### src/rtl/parity_frame_rx_if.sv
// Serial receive link bundle for parity_frame_rx.
// Parameter: DATA_W - data word width.
// Signals: rx_in (serial line, idle high), data_out, data_valid, parity_err, frame_err, busy.
// Modports: master drives rx_in and observes results; slave is the receiver side.
interface parity_frame_rx_if #(
    parameter int unsigned DATA_W = 8
);
    logic              rx_in;
    logic [DATA_W-1:0] data_out;
    logic              data_valid;
    logic              parity_err;
    logic              frame_err;
    logic              busy;

    modport master (
        output rx_in,
        input  data_out, data_valid, parity_err, frame_err, busy
    );

    modport slave (
        input  rx_in,
        output data_out, data_valid, parity_err, frame_err, busy
    );
endinterface

### src/rtl/parity_frame_rx.sv
// Oversampling serial receiver for start/data(LSB first)/parity/stop frames.
// Recovers the data word, checks XOR parity and flags framing errors.
// Ports: clk, rst (async, active high), bus (parity_frame_rx_if.slave):
//   rx_in in, data_out/data_valid/parity_err/frame_err/busy out (all registered).
// Macro PARITY_RX_SYNC_EN: when defined, rx_in passes a 2-flop synchronizer
//   (reset to 1) before the FSM, delaying all sample points by 2 clk.
module parity_frame_rx #(
    parameter int unsigned DATA_W       = 8,
    parameter int unsigned CLKS_PER_BIT = 4,
    parameter bit          PARITY_ODD   = 1'b0
) (
    input  logic             clk,
    input  logic             rst,
    parity_frame_rx_if.slave bus
);
    localparam int unsigned CNT_W = (CLKS_PER_BIT > 2) ? $clog2(CLKS_PER_BIT) : 1;
    localparam int unsigned BIT_W = (DATA_W > 1) ? $clog2(DATA_W) : 1;
    localparam logic [CNT_W-1:0] HALF_LAST = CNT_W'(CLKS_PER_BIT / 2 - 1);
    localparam logic [CNT_W-1:0] BIT_LAST  = CNT_W'(CLKS_PER_BIT - 1);
    localparam logic [BIT_W-1:0] DATA_LAST = BIT_W'(DATA_W - 1);

    typedef enum logic [2:0] {
        IDLE   = 3'd0,
        START  = 3'd1,
        DATA   = 3'd2,
        PARITY = 3'd3,
        STOP   = 3'd4,
        BREAK  = 3'd5
    } state_t;

    state_t            state;
    logic [CNT_W-1:0]  cnt;
    logic [BIT_W-1:0]  bit_idx;
    logic [DATA_W-1:0] shift;
    logic              parity_bit;
    logic [DATA_W-1:0] data_q;
    logic              data_valid_q;
    logic              parity_err_q;
    logic              frame_err_q;
    logic              busy_q;
    logic              rx;

`ifdef PARITY_RX_SYNC_EN
    logic [1:0] sync_q;

    // Two-stage synchronizer; resets to the idle line level.
    always_ff @(posedge clk or posedge rst) begin
        if (rst) begin
            sync_q <= 2'b11;
        end else begin
            sync_q <= {sync_q[0], bus.rx_in};
        end
    end

    assign rx = sync_q[1];
`else
    assign rx = bus.rx_in;
`endif

    // Frame FSM with registered outputs; cnt counts clocks within the current bit.
    always_ff @(posedge clk or posedge rst) begin
        if (rst) begin
            state        <= IDLE;
            cnt          <= '0;
            bit_idx      <= '0;
            shift        <= '0;
            parity_bit   <= 1'b0;
            data_q       <= '0;
            data_valid_q <= 1'b0;
            parity_err_q <= 1'b0;
            frame_err_q  <= 1'b0;
            busy_q       <= 1'b0;
        end else begin
            data_valid_q <= 1'b0;
            frame_err_q  <= 1'b0;
            case (state)
                IDLE: begin
                    if (!rx) begin
                        state  <= START;
                        cnt    <= '0;
                        busy_q <= 1'b1;
                    end
                end
                START: begin
                    // Mid-start re-check rejects glitches shorter than half a bit.
                    if (cnt == HALF_LAST) begin
                        cnt <= '0;
                        if (rx) begin
                            state  <= IDLE;
                            busy_q <= 1'b0;
                        end else begin
                            state   <= DATA;
                            bit_idx <= '0;
                        end
                    end else begin
                        cnt <= cnt + CNT_W'(1);
                    end
                end
                DATA: begin
                    if (cnt == BIT_LAST) begin
                        cnt   <= '0;
                        // LSB arrives first, so shift in from the top.
                        shift <= (shift >> 1) | (DATA_W'(rx) << (DATA_W - 1));
                        if (bit_idx == DATA_LAST) begin
                            bit_idx <= '0;
                            state   <= PARITY;
                        end else begin
                            bit_idx <= bit_idx + BIT_W'(1);
                        end
                    end else begin
                        cnt <= cnt + CNT_W'(1);
                    end
                end
                PARITY: begin
                    if (cnt == BIT_LAST) begin
                        cnt        <= '0;
                        parity_bit <= rx;
                        state      <= STOP;
                    end else begin
                        cnt <= cnt + CNT_W'(1);
                    end
                end
                STOP: begin
                    if (cnt == BIT_LAST) begin
                        cnt <= '0;
                        if (rx) begin
                            data_q       <= shift;
                            parity_err_q <= ((^shift) ^ parity_bit) != PARITY_ODD;
                            data_valid_q <= 1'b1;
                            state        <= IDLE;
                            busy_q       <= 1'b0;
                        end else begin
                            frame_err_q <= 1'b1;
                            state       <= BREAK;
                        end
                    end else begin
                        cnt <= cnt + CNT_W'(1);
                    end
                end
                BREAK: begin
                    // Hold off until the line returns high so a stuck-low line never restarts.
                    if (rx) begin
                        state  <= IDLE;
                        busy_q <= 1'b0;
                    end
                end
                default: begin
                    state  <= IDLE;
                    cnt    <= '0;
                    busy_q <= 1'b0;
                end
            endcase
        end
    end

    assign bus.data_out   = data_q;
    assign bus.data_valid = data_valid_q;
    assign bus.parity_err = parity_err_q;
    assign bus.frame_err  = frame_err_q;
    assign bus.busy       = busy_q;
endmodule
### src/flat_wrapper.sv
// flat-port wrapper written by rule: the top's interface ports become plain ports
module parity_frame_rx_flat 
#(
    parameter int unsigned DATA_W       = 8,
    parameter int unsigned CLKS_PER_BIT = 4,
    parameter bit          PARITY_ODD   = 1'b0
)
  (clk, rst, bus_rx_in, bus_data_out, bus_data_valid, bus_parity_err, bus_frame_err, bus_busy);
  parity_frame_rx_if #(.DATA_W(DATA_W)) bus_i ();
  input  logic clk;
  input  logic rst;
  input wire logic [$bits(bus_i.rx_in)-1:0] bus_rx_in;
  output wire logic [$bits(bus_i.data_out)-1:0] bus_data_out;
  output wire logic [$bits(bus_i.data_valid)-1:0] bus_data_valid;
  output wire logic [$bits(bus_i.parity_err)-1:0] bus_parity_err;
  output wire logic [$bits(bus_i.frame_err)-1:0] bus_frame_err;
  output wire logic [$bits(bus_i.busy)-1:0] bus_busy;
  assign bus_i.rx_in = bus_rx_in;
  assign bus_data_out = bus_i.data_out;
  assign bus_data_valid = bus_i.data_valid;
  assign bus_parity_err = bus_i.parity_err;
  assign bus_frame_err = bus_i.frame_err;
  assign bus_busy = bus_i.busy;
  parity_frame_rx #(.DATA_W(DATA_W), .CLKS_PER_BIT(CLKS_PER_BIT), .PARITY_ODD(PARITY_ODD)) u_core (.clk(clk), .rst(rst), .bus(bus_i));
endmodule
### config.mk
export PLATFORM = sky130hd
export DESIGN_NAME = parity_frame_rx_flat
export DESIGN_NICKNAME = d
export VERILOG_FILES = /design/src/rtl/parity_frame_rx_if.sv /design/src/rtl/parity_frame_rx.sv /design/src/flat_wrapper.sv
export SDC_FILE = /design/constraint.sdc
export NUM_CORES = 1
export LEC_CHECK = 0
export BUFFER_PORTS_ARGS = -buffer_cell sky130_fd_sc_hd__buf_2
export CAP_MARGIN = 5
export CELL_PAD_IN_SITES_DETAIL_PLACEMENT = 1
export CELL_PAD_IN_SITES_GLOBAL_PLACEMENT = 2
export CORE_ASPECT_RATIO = 1.75
export CORE_MARGIN = 2
export CORE_UTILIZATION = 36
export CTS_BUF_LIST = sky130_fd_sc_hd__clkbuf_4 sky130_fd_sc_hd__clkbuf_8
export DETAILED_ROUTE_END_ITERATION = 10
export PLACE_DENSITY_LB_ADDON = 0.1
export SYNTH_ARGS = -nofsm -noshare
export SYNTH_HDL_FRONTEND = slang
export SYNTH_SLANG_ARGS = --single-unit
### constraint.sdc
create_clock -name clk -period 1.6 [get_ports clk]
set_input_delay 0.32 -clock clk [delete_from_list [all_inputs] [get_ports clk]]
set_output_delay 0.32 -clock clk [all_outputs]
set_load 0.01 [all_outputs]
Word level (Yosys, flattened, before mapping) --
Index checks and enable logic that the tools add are counted.
Word-level totals: register bits 29, output and inout port bits 12
Operators by class: $add $sub $neg 2, mux-type cells 30, reductions and logical operators 12, equal/unequal tests 16, bitwise logic cells 4
Operator list (number):
- two-way mux 3 bit | 12
- case mux 3 bit (6 select lines) | 1
- two-way mux 1 bit | 10
- != test 2 x 1 -> 1 bit (second input constant) | 5
- equality test 3 bit (second input constant) | 3
- two-way mux 2 bit | 4
- OR 7 x 8 -> 8 bit | 1
- case mux 2 bit (4 select lines) | 1
- AND reduction 4 bit | 2
- parity 8 bit | 1
- AND reduction 7 bit | 1
- equality test 3 x 2 -> 1 bit (second input constant) | 2
- != test 2 bit (second input constant) | 3
- case mux 3 bit (2 select lines) | 1
- AND reduction 2 bit | 3
- case mux 1 bit (5 select lines) | 1
- adder 3 x 1 -> 3 bit (second input constant) | 1
- equality test 3 x 1 -> 1 bit (second input constant) | 1
- zero test 3 bit | 1
- AND reduction 3 bit | 1
- OR reduction 3 bit | 1
- adder 2 x 1 -> 2 bit (second input constant) | 1
- equality test 2 x 1 -> 1 bit (second input constant) | 1
- equality test 2 bit (second input constant) | 1
- 4 further kinds | 5

Depth between registers and ports, before layout --
Gate-level depths: netlist of the first run.
word-level depth 4, mapped depth 6

Least setup slack after synthesis of the first run --
OpenSTA, ideal clock, no wires.
path kind reg2reg, from reg u_core.cnt[0], to reg u_core.shift[0], required time 1475 ps, slack -35 ps, stages on the path, launching flop included 6, arrival 1510 ps, period minus slack after synthesis 1635 ps, setup time 125 ps, cells stage by stage dfrtp_1 ha_1 nor2b_1 and3_1 buf_2 mux2_2
Between the ends: cells in the longest elaborated chain, start to end 2
RTL lines:
- start, declared | line parity_frame_rx.sv:32 | logic [CNT_W-1:0] cnt;
- start signal, assigned | line parity_frame_rx.sv:96 | cnt <= cnt + CNT_W'(1);
- start signal, assigned | line parity_frame_rx.sv:111 | cnt <= cnt + CNT_W'(1);
- start signal, assigned | line parity_frame_rx.sv:120 | cnt <= cnt + CNT_W'(1);
- equality test 2 bit | line parity_frame_rx.sv:100 | if (cnt == BIT_LAST) begin
- AND reduction 2 bit (no source line)
- end signal, assigned | line parity_frame_rx.sv:103 | shift <= (shift >> 1) | (DATA_W'(rx) << (DATA_W - 1));
- end, declared | line parity_frame_rx.sv:34 | logic [DATA_W-1:0] shift;
Every way passes these cells. A chain may end at the register's enable or synchronous reset.

Worst setup path in the final report of the first run --
from reg u_core.cnt[1], to reg u_core.bit_idx[0]
Between the ends: cells in the longest elaborated chain, start to end 3
RTL lines:
- equality test 2 bit / equality test 2 x 1 -> 1 bit (equally long branches) | line parity_frame_rx.sv:100, parity_frame_rx.sv:86
- != test 2 x 1 -> 1 bit (no source line)
- AND reduction 4 bit (no source line) *
- end signal, assigned | line parity_frame_rx.sv:108 | bit_idx <= bit_idx + BIT_W'(1);
- end, declared | line parity_frame_rx.sv:33 | logic [BIT_W-1:0] bit_idx;
Every way passes the cells marked *; elsewhere a longest branch is shown, timed or not.

==> run summary, run 1 <==
The vertical extent of the die came out at 87.5 um. The worst max-slew margin expressed relative to the limit came out at 0.748. The first TritonRoute pass finished after 2 iterations.

The summed negative setup slack over all endpoints is -0.0591 ns. The die extent in x works out to 51.7 um. Power density over the cells: 1630 nW/um^2.

The tightest min-delay check is of the input port to async pin type. Yosys mapped the design onto 37 distinct sky130hd cell types. Entering global routing, the biggest net connects 30 pins.

The via count of the first global-routing pass is 1124. After detailed routing, the average wire length per cell comes to 17.2 um. Clock tree synthesis found a total of 29 sinks. The dominant cell by count in the synthesized netlist is sky130_fd_sc_hd__dfrtp_1. Setup violations remaining at the end of the flow were counted as 2. The initial antenna violation count came out at 0. The flow ran to the end, but the final reports show violations.

For this run, the top clock speed supported by timing is 603 MHz. The average instance in the mapped netlist occupies 11.7 um^2. Clock-pin slew was measured on the worst setup and hold paths at 0.06 ns.

The count of flip-flops with a built-in enable after synthesis works out to 0. The final layout contains routed wiring with a total length of 3490 um. Counting instances in the post-synthesis netlist gives the leading cell types as sky130_fd_sc_hd__dfrtp_1 (29), sky130_fd_sc_hd__mux2_2 (18), sky130_fd_sc_hd__clkbuf_1 (6), sky130_fd_sc_hd__nand2_1 (6).

The run gives 0.506 as the proportion of synthesized chip area in sequential cells. For this run, the leading register cell type out of synthesis is sky130_fd_sc_hd__dfrtp_1. Row generation in the floorplan step produced 30 rows. Maximum root-to-sink buffer count: 2.

For the starting utilization of the core area, the log shows 0.371. Sorting the synthesized cells by area gives the leading types as sky130_fd_sc_hd__dfrtp_1 (51%), sky130_fd_sc_hd__mux2_2 (14%), sky130_fd_sc_hd__ha_1 (4.4%). In this run the clock root is driven by a sky130_fd_sc_hd__clkbuf_8. The total DRC errors in the routed layout came out at 0. Counting cells, the worst reg-to-reg path comes to 5. At the worst endpoint, the required time is 1.76 ns. The minimum clock period works out to 1.66 ns. The synthesized design spends more area on one cell type than any other, namely sky130_fd_sc_hd__dfrtp_1. After floorplanning, the core was sized to cover 3870 um^2.

The number of flip-flops and latches in the synthesized netlist is 29. After the last flow step, the layout net total stands at 162. The critical path is of the flip-flop to flip-flop type. The cell area that synthesis handed to floorplanning was 1440 um^2. The H-tree was split into 2 levels. The number of vias in the routed layout was 1060.

The share of the synthesized area in the top cell type was 0.506. The tools report the smallest setup slack after layout as -0.0585 ns. The number of max-cap violations is 0, and the area used by multi-input combinational logic is 662 um^2. Summed over all cells, the static leakage comes to 0.928 nW. The congestion estimate from routability-driven global placement came to 0.798.

The detail route stage leaves a number of antenna-violating nets equal to 0. The tools report the latest clock arrival within the worst-skew pair as 0.28 ns. The tools report the global-route usage over all layers as 0.175. The count of final hold-check violations was 0.

After detailed routing, the number of vias per cell comes to 5.22. The final reports fail on negative setup slack. The detailed placer's ending HPWL is 2520 um. In this run the critical register-to-register path is captured at u_core.bit_idx[0]. The transition at the pin with the smallest max-transition slack is 0.377 ns, and the proportion of synthesized flip-flops having asynchronous set or reset is 1.00. For the worst setup path, the data arrival time is 1.82 ns. After global routing the overflow that remains totals 0. Yosys printed 0 warnings.

The share of final-layout standard cells stronger than drive strength 1 works out to 0.406. The total count of max-transition violations in the final report is 0, and the critical-path maximum fanout is 3. Setup repair after global routing could not meet its margin everywhere. The tools report the layout filler cell count as 430. The final clock period utilization by the worst path was 1.04.

The tools report the die area as 4530 um^2. The startpoint of the lowest-slack register-to-register path was u_core.cnt[1]. Pin placement for this block handled 15 I/O pins.

After the first detailed-routing iteration, the DRC count stood at 10. TritonCTS built the clock tree. In the synthesized netlist, the number of instances is 123. 0 antenna diodes ended up in the layout. The worst setup path is launched from a flip-flop. The net count after synthesis came out at 131. Number of CTS-inserted buffers: 5.

The clock arrives with 0.00499 ns of skew. The synthesis-to-finish area growth was 23.5%; the worst supply voltage drop on vdd was 0.767 mV. The type of element capturing the critical path is a flip-flop. The run gives -0.0772 ns as the worst setup timing slack at the placement stage. The port buffer count is 14. The area taken by flip-flops and latches came out at 726 um^2. Internal reg-to-reg setup slack: -0.06 ns. The first global-routing pass estimated 5600 um of wire.
sequential cells by signal, summed over array words and instances (netlist names):
| signal | flops |
|---|---|
| u_core.bit_idx | 3 |
| u_core.parity_bit | 1 |
| u_core.bus.data_out | 8 |
| u_core.bus.data_valid | 1 |
| u_core.bus.frame_err | 1 |
| u_core.cnt | 2 |
| u_core.shift | 8 |
| u_core.bus.busy | 1 |
| u_core.state | 3 |
| u_core.bus.parity_err | 1 |
worst max-delay path, cell delays in order, from the launching register on:
cell and delay [ns]:
sky130_fd_sc_hd__dfrtp_1 0.41, sky130_fd_sc_hd__inv_1 0.07, sky130_fd_sc_hd__ha_2 0.16, sky130_fd_sc_hd__or3b_4 0.38
sky130_fd_sc_hd__a21o_1 0.21, sky130_fd_sc_hd__mux2_4 0.31
placed cells by master (no fill, tap or decap), drive strengths merged, types with 3 or more instances in the layout:
| cell type | count |
|---|---|
| buf | 32 |
| xnor2 | 4 |
| a21oi | 5 |
| o21ai | 4 |
| nand3 | 4 |
| dfrtp | 29 |
| nand2 | 6 |
| inv | 6 |
| ha | 5 |
| nor2 | 3 |
| clkbuf | 6 |
| mux2 | 19 |
where the power goes:
part,internal [mW],switching [mW]
clock,0.317,0.276
sequential,0.883,0.139
combinational,0.667,0.601
total,1.87,1.02
repair_timing:
action / 4_1_cts / 5_1_grt
cloned: 0 / 1
setup endpoints to repair: 11 / 19
hold buffers: 0 / 0
gates resized for setup: 3 / 4
setup buffers: 0 / 1
pin swaps: 0 / 2
cell type report:
class / instances / area share
clock buffer: 6 / 0.0430
clock inverter: 2 / 0.00565
inverter: 6 / 0.0127
multi-input combinational: 80 / 0.373
sequential: 29 / 0.409
tap: 48 / 0.0339
timing repair buffer: 32 / 0.122
cells by family (layout without fill, tap and decap cells):
logic type      count (synthesis)  after routing  synth area share
compound gates                 26             26             0.127
xor+xnor                        7              7            0.0523
fa+ha+maj                       5              5            0.0436
buf+inv                        14             46            0.0384
flops                          29             29             0.506
mux                            19             19             0.152
simple gates                   23             23            0.0811
how the worst max path moves through the flow:
stage / depth (start not counted) / end / startpoint / slack (ns)
2_1_floorplan: 4 / u_core.bit_idx[0] / u_core.cnt[0] / -0.02
3_3_place_gp: 5 / u_core.bit_idx[0] / u_core.cnt[1] / -0.04
3_5_place_dp: 5 / u_core.bit_idx[0] / u_core.cnt[1] / -0.08
4_1_cts: 5 / u_core.bit_idx[0] / u_core.cnt[1] / -0.07
5_1_grt: 5 / u_core.bit_idx[0] / u_core.cnt[1] / -0.10
6_report: 5 / u_core.bit_idx[0] / u_core.cnt[1] / -0.06
per-stage QoR:
step            util  power [mW]  cells  hold slack, ns  cell area (um^2)
2_1_floorplan      -        1.83    123           0.398              1440
6_report       0.459        2.88    203           0.104              1770
4_1_cts        0.453        2.90    201           0.117              1750
5_1_grt        0.459        3.08    203           0.147              1770
3_3_place_gp   0.428        2.21    193           0.407              1660
3_5_place_dp   0.428        2.28    193           0.418              1660
per-layer routing:
layer | global-route usage | vias up | share of wire
met4 | 0.0909 | 0 | 0.023
met2 | 0.318 | 15 | 0.59
met1 | 0.179 | 538 | 0.36
met3 | 0.0412 | 8 | 0.027
met5 | 0 | - | 0
li1 | - | 499 | -
No activity file was read; power rests on OpenSTA's default activity.
==> run 2: changes to the inputs <==
- ABC_AREA: not set -> 1
- CORE_UTILIZATION: 36 -> 33
==> run summary, run 2 <==
The path class of the tightest hold or removal check is input port to async pin. The first global-routing pass estimated 6420 um of wire. No sink is reached through more buffers than the 2 on the longest clock path.

The starting utilization of the core area is 0.336. The number of flip-flops and latches in the synthesized netlist works out to 29. Setup repair after global routing left no endpoint under its margin.

The cell area that synthesis handed to floorplanning was 1560 um^2. From synthesis to final layout, the design area changed by 14.3%. Summed over all failing endpoints, the final setup total negative slack is 0 ns. The average instance in the mapped netlist occupies 8.41 um^2.

Routability-driven placement finished with a final weighted congestion of 0.778. Summed over all nets, the half-perimeter wirelength after detailed placement is 2860 um. Buffers inserted during clock tree synthesis total 5. The share of the synthesized area in the top cell type was 0.467; the number of clock sinks seen by CTS was 29. The logs give 0 for the initial antenna violation count and 1238 for the number of vias in the routed layout. The via count of the first global-routing pass is 1409, and the internal reg-to-reg setup slack is 0.18 ns. The proportion of synthesized flip-flops having asynchronous set or reset was 1.00. After clock tree synthesis, the clock-pin slew on the worst setup and hold paths is 0.06 ns. The worst setup path is captured at a flip-flop. The power density over the cells came out at 1490 nW/um^2. For the number of max-cap violations, the log shows 0. For the worst-skew pair, the clock arrives at the later sink with an insertion delay of 0.27 ns. The post-CTS setup buffer count was 0. In the synthesized netlist, the cells that appear most often are sky130_fd_sc_hd__nand2_1 (63), sky130_fd_sc_hd__dfrtp_1 (29), sky130_fd_sc_hd__inv_1 (21), sky130_fd_sc_hd__o21ai_2 (16), sky130_fd_sc_hd__nand3_1 (12). The area of the core came out at 4620 um^2. The worst register-to-register path begins at u_core.state[0]. The number of cells on the worst reg-to-reg path is 7. The worst max-slew margin expressed relative to the limit is 0.737, and the pin count of the biggest net entering global routing is 30.

Die extent in x: 55.9 um. The tools report the wire length after detailed routing as 3630 um. For the pin with the worst max-slew slack, the measured transition is 0.395 ns. For this run, the leading register cell type out of synthesis is sky130_fd_sc_hd__dfrtp_1. The required time reported for the critical path endpoint is 1.80 ns. The port buffer count is 14. The design draws 2.66 mW.

Count of final hold-check violations: 0. The run gives 0.467 as the proportion of synthesized chip area in sequential cells. The logs give 0.159 for the global-route usage over all layers and 0.966 nW for the static leakage. The tools report the total count of max-transition violations in the final report as 0. After global routing the overflow that remains totals 0. In this run, distinct cell masters in the synthesized netlist total 22.

The synthesized instance count was 185. For this run, design rule violations remaining after detail routing come to 0. The remaining antenna violation count after routing was 0; the total number of H-tree levels was 2.

Critical-path maximum fanout: 7. The tools report the worst endpoint data arrival time as 1.62 ns. The count of TritonRoute iterations in the first routing pass is 3, and the instance count after placement with tap cells included is 251.

Die area: 5300 um^2. The leading cell type in the layout, fill and taps excluded is sky130_fd_sc_hd__nand2_1. The synthesized design contains 0 enable-type register cells. Using the TritonRoute via totals, the vias-per-cell ratio works out to 4.78.

The most common cell in the synthesized netlist is sky130_fd_sc_hd__nand2_1. During synthesis, Yosys emitted a total of 0 warnings. Counting every net in the synthesized netlist gives 193. Nature of the critical path startpoint: a flip-flop. Based on the critical path, the design can be clocked at up to 705 MHz. The run finished with clean final reports. The number of gates resized after CTS was 0; the worst supply voltage drop on vdd was 0.771 mV. The vertical extent of the die is 94.8 um, and the boundary pin count is 15. TritonCTS built the clock tree. The tools report the number of violations reported at the end of detailed-routing iteration 0 as 22. Final antenna diode count: 0.

Share of final-layout standard cells stronger than drive strength 1: 0.285. The clock root buffer master was sky130_fd_sc_hd__clkbuf_8. OpenSTA, run right after detailed placement, puts the worst setup slack at 0.170 ns. The worst register-to-register path ends at u_core.state[1]. The number of nets in the finished design is 214.

Minimum clock period: 1.42 ns. The worst setup path is of the flip-flop to flip-flop kind. Ranked by total cell area, the synthesized netlist is headed by sky130_fd_sc_hd__dfrtp_1 (47%), sky130_fd_sc_hd__nand2_1 (15%), sky130_fd_sc_hd__o21ai_2 (9.0%). In this run, post-CTS hold repair placed 0 buffers. The clock arrives with 0.00260 ns of skew. The library cell with the largest summed area after synthesis was sky130_fd_sc_hd__dfrtp_1. Dividing the detail-routed wire length by the instance count gives 14.0 um. After floorplanning, the core was divided into 33 placement rows. For the instance area at placement, the log shows 1680 um^2. For the cell area after layout, the log shows 1780 um^2. The library cells used most frequently in the layout, excluding fill and tap cells, are sky130_fd_sc_hd__nand2_1 (63), sky130_fd_sc_hd__dfrtp_1 (29), sky130_fd_sc_hd__inv_1 (21), sky130_fd_sc_hd__o21ai_2 (16), sky130_fd_sc_hd__buf_2 (14).

The final clock period utilization by the worst path is 0.887, and the number of non-filler instances in the completed layout is 259. The run gives 0.181 ns as the smallest setup slack after layout. Setup violations remaining at the end of the flow were counted as 0.
-- run 2: cell types whose count changed after synthesis, sizes merged, moves of 4 or more --
cell	change
clkbuf	-5
inv	+19
mux2	-19
nand2	+62
nand3	+9
nor2	+9
o21ai	+20
xnor2	-4
-- run 2: kinds of logic (layout without fill, tap and decap cells) --
group	after synthesis	count (layout)	synth area share
AND/OR/NAND/NOR	93	93	0.265
XOR/XNOR	1	1	0.00563
flip-flops	29	29	0.467
adder cells (fa/ha/maj)	5	5	0.0402
buffers and inverters	28	50	0.0853
AO/OA/AOI/OAI	29	29	0.137
-- run 2: how the worst max path moves through the flow --
stage	end	startpoint	slack, ns
detailed placement	u_core.state[1]	u_core.state[0]	0.17
floorplan	u_core.bus.data_out[2]	u_core.cnt[1]	0.23
global placement	u_core.state[1]	u_core.state[0]	0.13
CTS	u_core.state[1]	u_core.state[0]	0.16
finish	u_core.state[1]	u_core.state[0]	0.18
global route	u_core.state[1]	u_core.state[0]	0.06
-- run 2: layout make-up --
type                       instances  area, um^2
fill                             576        2850
tap                               52        65.1
multi-input combinational        128         697
timing repair buffer              17        92.6
sequential                        29         726
clock buffer                       7        96.3
inverter                          25        96.3
clock inverter                     1        5.00
-- run 2: per-stage QoR --
step / utilization / hold slack, ns
3_5_place_dp: 0.363 / 0.431
2_1_floorplan: - / 0.398
4_1_cts: 0.384 / 0.128
3_3_place_gp: 0.363 / 0.413
5_1_grt: 0.384 / 0.151
6_report: 0.384 / 0.117
-- run 2: layer usage --
layer	wire length [um]	up-vias	GRT usage
li1	-	617	-
met1	1240	593	0.145
met2	2150	16	0.321
met3	66	12	0.0247
met4	173	0	0.0952
met5	0	-	0
-- run 2: worst max-delay path: stages (launching register included) --
cell and delay, ns:
sky130_fd_sc_hd__dfrtp_1 0.46, sky130_fd_sc_hd__nor2_2 0.21, sky130_fd_sc_hd__nand2_2 0.16, sky130_fd_sc_hd__a21oi_2 0.22
sky130_fd_sc_hd__nor2_4 0.06, sky130_fd_sc_hd__nand2_2 0.10, sky130_fd_sc_hd__nand2_1 0.05, sky130_fd_sc_hd__o21ai_1 0.07
-- run 2: power breakdown --
group | switching (mW) | internal [mW] | leakage [nW]
logic | 0.659 | 0.335 | 0.523
registers | 0.127 | 0.872 | 0.389
clock network | 0.275 | 0.388 | 0.0542
